===== src/rtl/muldiv_pkg.sv =====
// Shared types and constants for the iterative RV32M multiply/divide unit.
// Op codes follow the RV32M funct3 encoding.
package muldiv_pkg;

  localparam int XLEN = 32;
  localparam int ITER = 32;

  typedef enum logic [2:0] {
    OP_MUL    = 3'd0,
    OP_MULH   = 3'd1,
    OP_MULHSU = 3'd2,
    OP_MULHU  = 3'd3,
    OP_DIV    = 3'd4,
    OP_DIVU   = 3'd5,
    OP_REM    = 3'd6,
    OP_REMU   = 3'd7
  } op_e;

  typedef enum logic [1:0] {
    ST_IDLE,
    ST_CALC,
    ST_FIX,
    ST_DONE
  } state_e;

  function automatic logic op_is_div(op_e op);
    return op inside {OP_DIV, OP_DIVU, OP_REM, OP_REMU};
  endfunction

  function automatic logic op_is_rem(op_e op);
    return op inside {OP_REM, OP_REMU};
  endfunction

  function automatic logic op_is_mulh(op_e op);
    return op inside {OP_MULH, OP_MULHSU, OP_MULHU};
  endfunction

  function automatic logic op_a_signed(op_e op);
    return op inside {OP_MULH, OP_MULHSU, OP_DIV, OP_REM};
  endfunction

  function automatic logic op_b_signed(op_e op);
    return op inside {OP_MULH, OP_DIV, OP_REM};
  endfunction

endpackage


===== src/rtl/muldiv_if.sv =====
// Request/response bundle between the EX stage (master) and the muldiv unit (slave).
interface muldiv_if #(
  parameter int XLEN  = 32,
  parameter int TAG_W = 5
);
  logic             in_valid;
  logic             in_ready;
  logic [2:0]       in_op;
  logic [XLEN-1:0]  in_a;
  logic [XLEN-1:0]  in_b;
  logic [TAG_W-1:0] in_tag;
  logic             out_valid;
  logic             out_ready;
  logic [XLEN-1:0]  out_result;
  logic [TAG_W-1:0] out_tag;
  logic             busy;

  modport master (
    output in_valid, in_op, in_a, in_b, in_tag, out_ready,
    input  in_ready, out_valid, out_result, out_tag, busy
  );

  modport slave (
    input  in_valid, in_op, in_a, in_b, in_tag, out_ready,
    output in_ready, out_valid, out_result, out_tag, busy
  );
endinterface


===== src/rtl/muldiv_addsub.sv =====
// Carry-lookahead adder/subtractor: sum = a + (sub ? ~b : b) + sub.
// 4-bit lookahead groups with group generate/propagate chained between groups.
module muldiv_addsub #(
  parameter int W = 33
) (
  input  logic [W-1:0] a,
  input  logic [W-1:0] b,
  input  logic         sub,
  output logic [W-1:0] sum,
  output logic         cout
);
  localparam int NG = (W + 3) / 4;
  localparam int WP = NG * 4;

  logic [W-1:0]  b_eff;
  logic [WP-1:0] a_pad, b_pad, g, p;
  logic [WP:0]   c;
  logic [NG-1:0] grp_g, grp_p;
  logic          unused_carry;

  assign b_eff = sub ? ~b : b;
  assign a_pad = {{(WP-W){1'b0}}, a};
  assign b_pad = {{(WP-W){1'b0}}, b_eff};
  assign g     = a_pad & b_pad;
  assign p     = a_pad ^ b_pad;
  assign c[0]  = sub;

  genvar gi;
  generate
    for (gi = 0; gi < NG; gi++) begin : g_grp
      localparam int B = 4 * gi;
      assign c[B+1] = g[B] | (p[B] & c[B]);
      assign c[B+2] = g[B+1] | (p[B+1] & g[B]) | (p[B+1] & p[B] & c[B]);
      assign c[B+3] = g[B+2] | (p[B+2] & g[B+1]) | (p[B+2] & p[B+1] & g[B])
                    | (p[B+2] & p[B+1] & p[B] & c[B]);
      assign grp_g[gi] = g[B+3] | (p[B+3] & g[B+2]) | (p[B+3] & p[B+2] & g[B+1])
                       | (p[B+3] & p[B+2] & p[B+1] & g[B]);
      assign grp_p[gi] = &p[B+3:B];
      assign c[B+4]    = grp_g[gi] | (grp_p[gi] & c[B]);
    end
  endgenerate

  assign sum  = p[W-1:0] ^ c[W-1:0];
  assign cout = c[W];
  // Padding bits above W only exist to keep the groups uniform.
  assign unused_carry = ^c[WP:W+1];
endmodule


===== src/rtl/muldiv_seq.sv =====
// Iterative RV32M multiply/divide: one 33-bit add/sub per cycle over 32 iterations, then a sign-fix cycle.
// Optional abort input enabled with MULDIV_KILL_EN.
module muldiv_seq #(
  parameter int XLEN  = muldiv_pkg::XLEN,
  parameter int TAG_W = 5
) (
  input  logic     clk,
  input  logic     rst,
`ifdef MULDIV_KILL_EN
  input  logic     kill,
`endif
  muldiv_if.slave  bus
);
  import muldiv_pkg::*;

  localparam int CW = $clog2(ITER);

  state_e           state_reg, state_next;
  logic [CW-1:0]    count_reg, count_next;
  op_e              op_reg, op_next;
  logic [TAG_W-1:0] tag_reg, tag_next;
  logic [TAG_W-1:0] out_tag_reg, out_tag_next;
  logic             neg_reg, neg_next;
  logic [XLEN-1:0]  hi_reg, hi_next;
  logic [XLEN-1:0]  lo_reg, lo_next;
  logic [XLEN-1:0]  b_reg, b_next;
  logic [XLEN-1:0]  result_reg, result_next;
  logic             out_valid_reg, out_valid_next;

  logic [XLEN:0]    add_a, add_b, add_sum;
  logic             add_sub, add_cout;

  op_e              in_op_e;
  logic             a_neg, b_neg, div_zero, div_ovf;
  logic [XLEN-1:0]  abs_a, abs_b, special_res, fix_sel;

  muldiv_addsub #(.W(XLEN + 1)) u_addsub (
    .a    (add_a),
    .b    (add_b),
    .sub  (add_sub),
    .sum  (add_sum),
    .cout (add_cout)
  );

  // Operand conditioning at accept: magnitudes go into the datapath, signs into neg.
  assign in_op_e  = op_e'(bus.in_op);
  assign a_neg    = op_a_signed(in_op_e) & bus.in_a[XLEN-1];
  assign b_neg    = op_b_signed(in_op_e) & bus.in_b[XLEN-1];
  assign abs_a    = a_neg ? -bus.in_a : bus.in_a;
  assign abs_b    = b_neg ? -bus.in_b : bus.in_b;
  assign div_zero = op_is_div(in_op_e) && (bus.in_b == '0);
  assign div_ovf  = (in_op_e == OP_DIV || in_op_e == OP_REM)
                 && (bus.in_a == {1'b1, {(XLEN-1){1'b0}}}) && (bus.in_b == '1);

  always_comb begin
    special_res = '0;
    if (div_zero)
      special_res = op_is_rem(in_op_e) ? bus.in_a : '1;
    else if (div_ovf)
      special_res = op_is_rem(in_op_e) ? '0 : bus.in_a;
  end

  // hi holds the product high half / remainder, lo the product low half / quotient.
  assign fix_sel = (op_is_mulh(op_reg) || op_is_rem(op_reg)) ? hi_reg : lo_reg;

  always_comb begin
    state_next     = state_reg;
    count_next     = count_reg;
    op_next        = op_reg;
    tag_next       = tag_reg;
    out_tag_next   = out_tag_reg;
    neg_next       = neg_reg;
    hi_next        = hi_reg;
    lo_next        = lo_reg;
    b_next         = b_reg;
    result_next    = result_reg;
    out_valid_next = out_valid_reg;
    add_a          = '0;
    add_b          = '0;
    add_sub        = 1'b0;

    case (state_reg)
      ST_IDLE: begin
        if (bus.in_valid) begin
          op_next    = in_op_e;
          tag_next   = bus.in_tag;
          neg_next   = op_is_rem(in_op_e) ? a_neg : (a_neg ^ b_neg);
          count_next = '0;
          hi_next    = '0;
          lo_next    = abs_a;
          b_next     = abs_b;
          if (div_zero || div_ovf) begin
            result_next    = special_res;
            out_tag_next   = bus.in_tag;
            out_valid_next = 1'b1;
            state_next     = ST_DONE;
          end else begin
            state_next = ST_CALC;
          end
        end
      end

      ST_CALC: begin
        if (op_is_div(op_reg)) begin
          // Restoring step: shift next dividend bit in, keep trial only if no borrow.
          add_a   = {hi_reg, lo_reg[XLEN-1]};
          add_b   = {1'b0, b_reg};
          add_sub = 1'b1;
          hi_next = add_cout ? add_sum[XLEN-1:0] : add_a[XLEN-1:0];
          lo_next = {lo_reg[XLEN-2:0], add_cout};
        end else begin
          add_a   = {1'b0, hi_reg};
          add_b   = lo_reg[0] ? {1'b0, b_reg} : '0;
          hi_next = add_sum[XLEN:1];
          lo_next = {add_sum[0], lo_reg[XLEN-1:1]};
        end
        count_next = count_reg + CW'(1);
        if (count_reg == CW'(ITER - 1))
          state_next = ST_FIX;
      end

      ST_FIX: begin
        result_next = fix_sel;
        if (neg_reg) begin
          // High half of -{hi,lo} is ~hi, plus one only when lo is zero.
          if (op_is_mulh(op_reg) && (lo_reg != '0)) begin
            add_a = {1'b0, ~hi_reg};
          end else begin
            add_b   = {1'b0, fix_sel};
            add_sub = 1'b1;
          end
          result_next = add_sum[XLEN-1:0];
        end
        out_tag_next   = tag_reg;
        out_valid_next = 1'b1;
        state_next     = ST_DONE;
      end

      ST_DONE: begin
        if (bus.out_ready) begin
          out_valid_next = 1'b0;
          state_next     = ST_IDLE;
        end
      end

      default: state_next = ST_IDLE;
    endcase

`ifdef MULDIV_KILL_EN
    if (kill) begin
      state_next     = ST_IDLE;
      out_valid_next = 1'b0;
    end
`endif
  end

  always_ff @(posedge clk) begin
    if (rst) begin
      state_reg     <= ST_IDLE;
      count_reg     <= '0;
      op_reg        <= OP_MUL;
      tag_reg       <= '0;
      out_tag_reg   <= '0;
      neg_reg       <= 1'b0;
      hi_reg        <= '0;
      lo_reg        <= '0;
      b_reg         <= '0;
      result_reg    <= '0;
      out_valid_reg <= 1'b0;
    end else begin
      state_reg     <= state_next;
      count_reg     <= count_next;
      op_reg        <= op_next;
      tag_reg       <= tag_next;
      out_tag_reg   <= out_tag_next;
      neg_reg       <= neg_next;
      hi_reg        <= hi_next;
      lo_reg        <= lo_next;
      b_reg         <= b_next;
      result_reg    <= result_next;
      out_valid_reg <= out_valid_next;
    end
  end

  assign bus.in_ready   = (state_reg == ST_IDLE);
  assign bus.busy       = (state_reg != ST_IDLE);
  assign bus.out_valid  = out_valid_reg;
  assign bus.out_result = result_reg;
  assign bus.out_tag    = out_tag_reg;
endmodule


===== src/flat_wrapper.sv =====
// flat-port wrapper written by rule: the top's interface ports become plain ports
module muldiv_seq_flat import muldiv_pkg::*;
#(
  parameter int XLEN  = muldiv_pkg::XLEN,
  parameter int TAG_W = 5
)
  (clk, rst, bus_in_valid, bus_in_op, bus_in_a, bus_in_b, bus_in_tag, bus_out_ready, bus_in_ready, bus_out_valid, bus_out_result, bus_out_tag, bus_busy);
  muldiv_if #(.XLEN(XLEN), .TAG_W(TAG_W)) bus_i ();
  input  logic clk;
  input  logic rst;
  input wire logic [$bits(bus_i.in_valid)-1:0] bus_in_valid;
  input wire logic [$bits(bus_i.in_op)-1:0] bus_in_op;
  input wire logic [$bits(bus_i.in_a)-1:0] bus_in_a;
  input wire logic [$bits(bus_i.in_b)-1:0] bus_in_b;
  input wire logic [$bits(bus_i.in_tag)-1:0] bus_in_tag;
  input wire logic [$bits(bus_i.out_ready)-1:0] bus_out_ready;
  output wire logic [$bits(bus_i.in_ready)-1:0] bus_in_ready;
  output wire logic [$bits(bus_i.out_valid)-1:0] bus_out_valid;
  output wire logic [$bits(bus_i.out_result)-1:0] bus_out_result;
  output wire logic [$bits(bus_i.out_tag)-1:0] bus_out_tag;
  output wire logic [$bits(bus_i.busy)-1:0] bus_busy;
  assign bus_i.in_valid = bus_in_valid;
  assign bus_i.in_op = bus_in_op;
  assign bus_i.in_a = bus_in_a;
  assign bus_i.in_b = bus_in_b;
  assign bus_i.in_tag = bus_in_tag;
  assign bus_i.out_ready = bus_out_ready;
  assign bus_in_ready = bus_i.in_ready;
  assign bus_out_valid = bus_i.out_valid;
  assign bus_out_result = bus_i.out_result;
  assign bus_out_tag = bus_i.out_tag;
  assign bus_busy = bus_i.busy;
  muldiv_seq #(.XLEN(XLEN), .TAG_W(TAG_W)) u_core (.clk(clk), .rst(rst), .bus(bus_i));
endmodule

===== config.mk =====
export PLATFORM = sky130hd
export DESIGN_NAME = muldiv_seq_flat
export DESIGN_NICKNAME = d
export VERILOG_FILES = /design/src/rtl/muldiv_pkg.sv /design/src/rtl/muldiv_if.sv /design/src/rtl/muldiv_addsub.sv /design/src/rtl/muldiv_seq.sv /design/src/flat_wrapper.sv
export SDC_FILE = /design/constraint.sdc
export NUM_CORES = 1
export LEC_CHECK = 0
export ABC_AREA = 1
export BUFFER_PORTS_ARGS = -buffer_cell sky130_fd_sc_hd__buf_2
export CAP_MARGIN = 0
export CORE_MARGIN = 3
export CORE_UTILIZATION = 35
export DETAILED_ROUTE_END_ITERATION = 16
export GPL_ROUTABILITY_DRIVEN = 1
export PLACE_DENSITY = 0.62
export SETUP_SLACK_MARGIN = 0.5
export SYNTH_ARGS = -nofsm -noshare
export SYNTH_HDL_FRONTEND = slang
export SYNTH_SLANG_ARGS = --single-unit

===== constraint.sdc =====
create_clock -name clk -period 5.5 [get_ports clk]
set_input_delay 1.375 -clock clk [delete_from_list [all_inputs] [get_ports clk]]
set_output_delay 1.375 -clock clk [all_outputs]
set_load 0.02 [all_outputs]

==> flow_metrics.tcl <==
set metrics [dict create \
    min_period_over_period 0.873 \
    portBuffers 115 \
    ys_ff_latch 150 \
    slew_viol_final 0 \
    synthMuxAreaShare 0 \
    grt_pass1_wl_mm 73.1 \
    critical_path_peak_fanout 6 \
    num_io_pins 116 \
    die-area_um2 37400 \
    p_per_area_nw_per_um2 442 \
    cpMostUsedCell "nand2_2" \
    regToRegSetupSlack_ns 0.70 \
    ir_drop_mv 0.290 \
    track_usage 0.244 \
    avgSynthCellArea_um2 6.31 \
    dp_hpwl_mm 34.8 \
    synth_ff_type "dfxtp_1" \
    drive_gt1_frac 0.170 \
    fmax_mhz 208 \
    critPathKind "flop to flop" \
    p_leak_uw 0.00652 \
    setup_viol 0 \
    dpl_cell_area_um2 13300 \
    slew_headroom 0.314 \
    syn_area_um2 12300 \
    fin_crit_ns 4.80 \
    postCtsHoldBufs 0 \
    cts_tree "yes" \
    fin_ws_ns 0.697 \
    pre_cts_ws_ns 0.344 \
    antenna_found_initial 0 \
    holdCritPathClass "flop to flop" \
    ys_warn_count 0 \
    initial_core_util 0.361 \
    r2r_cells 38 \
    timing.hold.ws_ns 0.459 \
    ctsRootBufferMaster "clkbuf_16" \
    synthCells 1947 \
    clk_latency_ns 0.46 \
    synthAdderAreaFrac 0.0548 \
    r2r-end "u_core.hi_reg[7]" \
    grt_overflow 0 \
    drt_iter0_drc 1550 \
    r2r_start "u_core.state_reg[1]" \
    crit_required_ns 5.87 \
    tightest_slew_ns 1.03 \
    place_congestion 0.956 \
    postRouteAntennaNets 0 \
    die-height_um 193 \
    fp.dieW_um 193 \
    firstDrtPassIters 6 \
    diodes 0 \
    critPathLaunchType "flop" \
    core_um2 34000 \
    clk_pin_slew_worst_paths_ns 0.06 \
    final_area_um2 14500 \
    vias 14000 \
    synthMostInstantiatedCell "nand2_1" \
    syn2layout_area_growth_pct 18.3 \
    critical_path.max_stage_delay_ns 0.38 \
    synth_top_area_share 0.245 \
    synth_commonest_cells "nand2_1 (285), o21ai_0 (250), a21oi_1 (234)" \
    h-tree-depth 4 \
    cp.arrival_ns 5.17 \
    drv_cap 0 \
    setup-tns-final_ns 0 \
    numCtsBuffers 17 \
    synth-edff-count 0 \
    synth_compound_area_frac 0.297 \
    synthTopCellsByArea "dfxtp_1 (24%), o21ai_0 (10%), a21oi_1 (9.5%), nand2_1 (8.7%), inv_1 (6.8%)" \
    yosys.cell_types.count 53 \
    avgRoutedWirePerCell_um 19.2 \
    crit_path_end_kind "flop" \
    cts_buffer_depth 2 \
    clock_skew_ns 0.0161 \
    rows 67 \
    synth-seq-area-share 0.245 \
    first_global_vias 12600 \
    rsz0062_at_grt "true" \
    outcome "completed" \
    drcViolationCount 0 \
    crit_start "u_core.state_reg[1]" \
    synth_top_cell_by_area "dfxtp_1" \
    async_reset_ff_frac 0 \
    viasPerCell 5.59 \
    nNetsFinal 2160 \
    synth_xor_area_frac 0.0584 \
    final-hold-violation-count 0 \
    synth_top_family_by_area "compound AO/OA/AOI/OAI gates" \
    slowest_stage "fa_2" \
    syn-num-nets 2072 \
    clock_sinks 150 \
    drt_wl_total_mm 47.8 \
    grt_max_degree 74 \
    endpoint "u_core.hi_reg[7]" \
    post-route-util 0.427 \
    synth-simple-area-share 0.230 \
]
## cells in the final DEF (no fill, tap or decap), drive strengths merged
cell	count
xor2	63
o22ai	4
a41oi	1
clkbuf	22
o221ai	2
fa	8
o21a	3
o32ai	15
nor3	26
ha	41
clkinvlp	2
o41ai	1
a21oi	235
clkinv	10
o31ai	11
or2	8
inv	232
nand3b	7
nand2	298
o21bai	4
bufinv	2
nand3	96
a22oi	3
nor4	6
and3	1
dfxtp	150
nand4	9
or4	2
xnor2	18
o21ai	286
a31oi	62
buf	194
o211ai	36
nor2	187
and2	1
a31o	1
## routing by layer
layer | vias to the layer above | track usage | share of wire
met2 | 618 | 0.381 | 0.45
met3 | 101 | 0.0421 | 0.075
met1 | 6492 | 0.332 | 0.43
met5 | - | 0 | 0
li1 | 6744 | - | -
met4 | 0 | 0.103 | 0.045
## cells by family (layout without fill, tap and decap cells)
| kind of cell | count (synthesis) | count (layout) |
|---|---|---|
| buffers and inverters | 362 | 462 |
| adder cells (fa/ha/maj) | 49 | 49 |
| flip-flops | 150 | 150 |
| AND/OR/NAND/NOR | 641 | 641 |
| XOR/XNOR | 81 | 81 |
| AO/OA/AOI/OAI | 664 | 664 |
## power breakdown
group / internal [uW] / switching (uW)
Combinational: 1070 / 2440
Clock: 678 / 507
Sequential: 1440 / 272
Total: 3190 / 3220
## stage by stage
stage               total power (uW)  std cells
floorplan                       3850       1947
global placement                4990       2432
detailed placement              5020       2432
CTS                             6260       2468
global route                    6850       2495
finish                          6420       2495
## critical path: cells and delay by family, from the launching register on
family | cells | cell delay (ns)
AO/OA/AOI/OAI | 5 | 0.73
XOR/XNOR | 1 | 0.17
adder cells (fa/ha/maj) | 3 | 0.87
buffers and inverters | 9 | 1.09
flip-flops | 1 | 0.34
AND/OR/NAND/NOR | 20 | 1.50
## worst min path at each step
stage	start	end	slack, ns	cells past startpoint
6_report	u_core.bus.out_valid	u_core.bus.out_valid	0.46	2
4_1_cts	u_core.bus.out_valid	u_core.bus.out_valid	0.46	2
5_1_grt	u_core.bus.out_valid	u_core.bus.out_valid	0.49	2
3_5_place_dp	u_core.bus.out_valid	u_core.bus.out_valid	0.45	2
3_3_place_gp	u_core.count_reg[4]	u_core.count_reg[4]	0.46	2
2_1_floorplan	u_core.b_reg[31]	u_core.b_reg[31]	0.45	2
## timing repair
action                                 4_1_cts  5_1_grt
buffers inserted                             4       24
setup endpoints to repair                   32       35
pin swaps                                    1       29
endpoints found under the hold margin        0        0
cloned                                       1        3
gates resized for setup                     23       83
## layout make-up
cell class,count,area [um^2]
Inverter,235,897
Fill cell,3694,19500
Sequential cell,150,3030
Clock buffer,20,447
Multi-Input combinational cell,1435,8080
Tap cell,448,561
Clock inverter,11,125
Timing Repair Buffer,196,1390
Note: power is estimated with default switching activity, not from simulation.
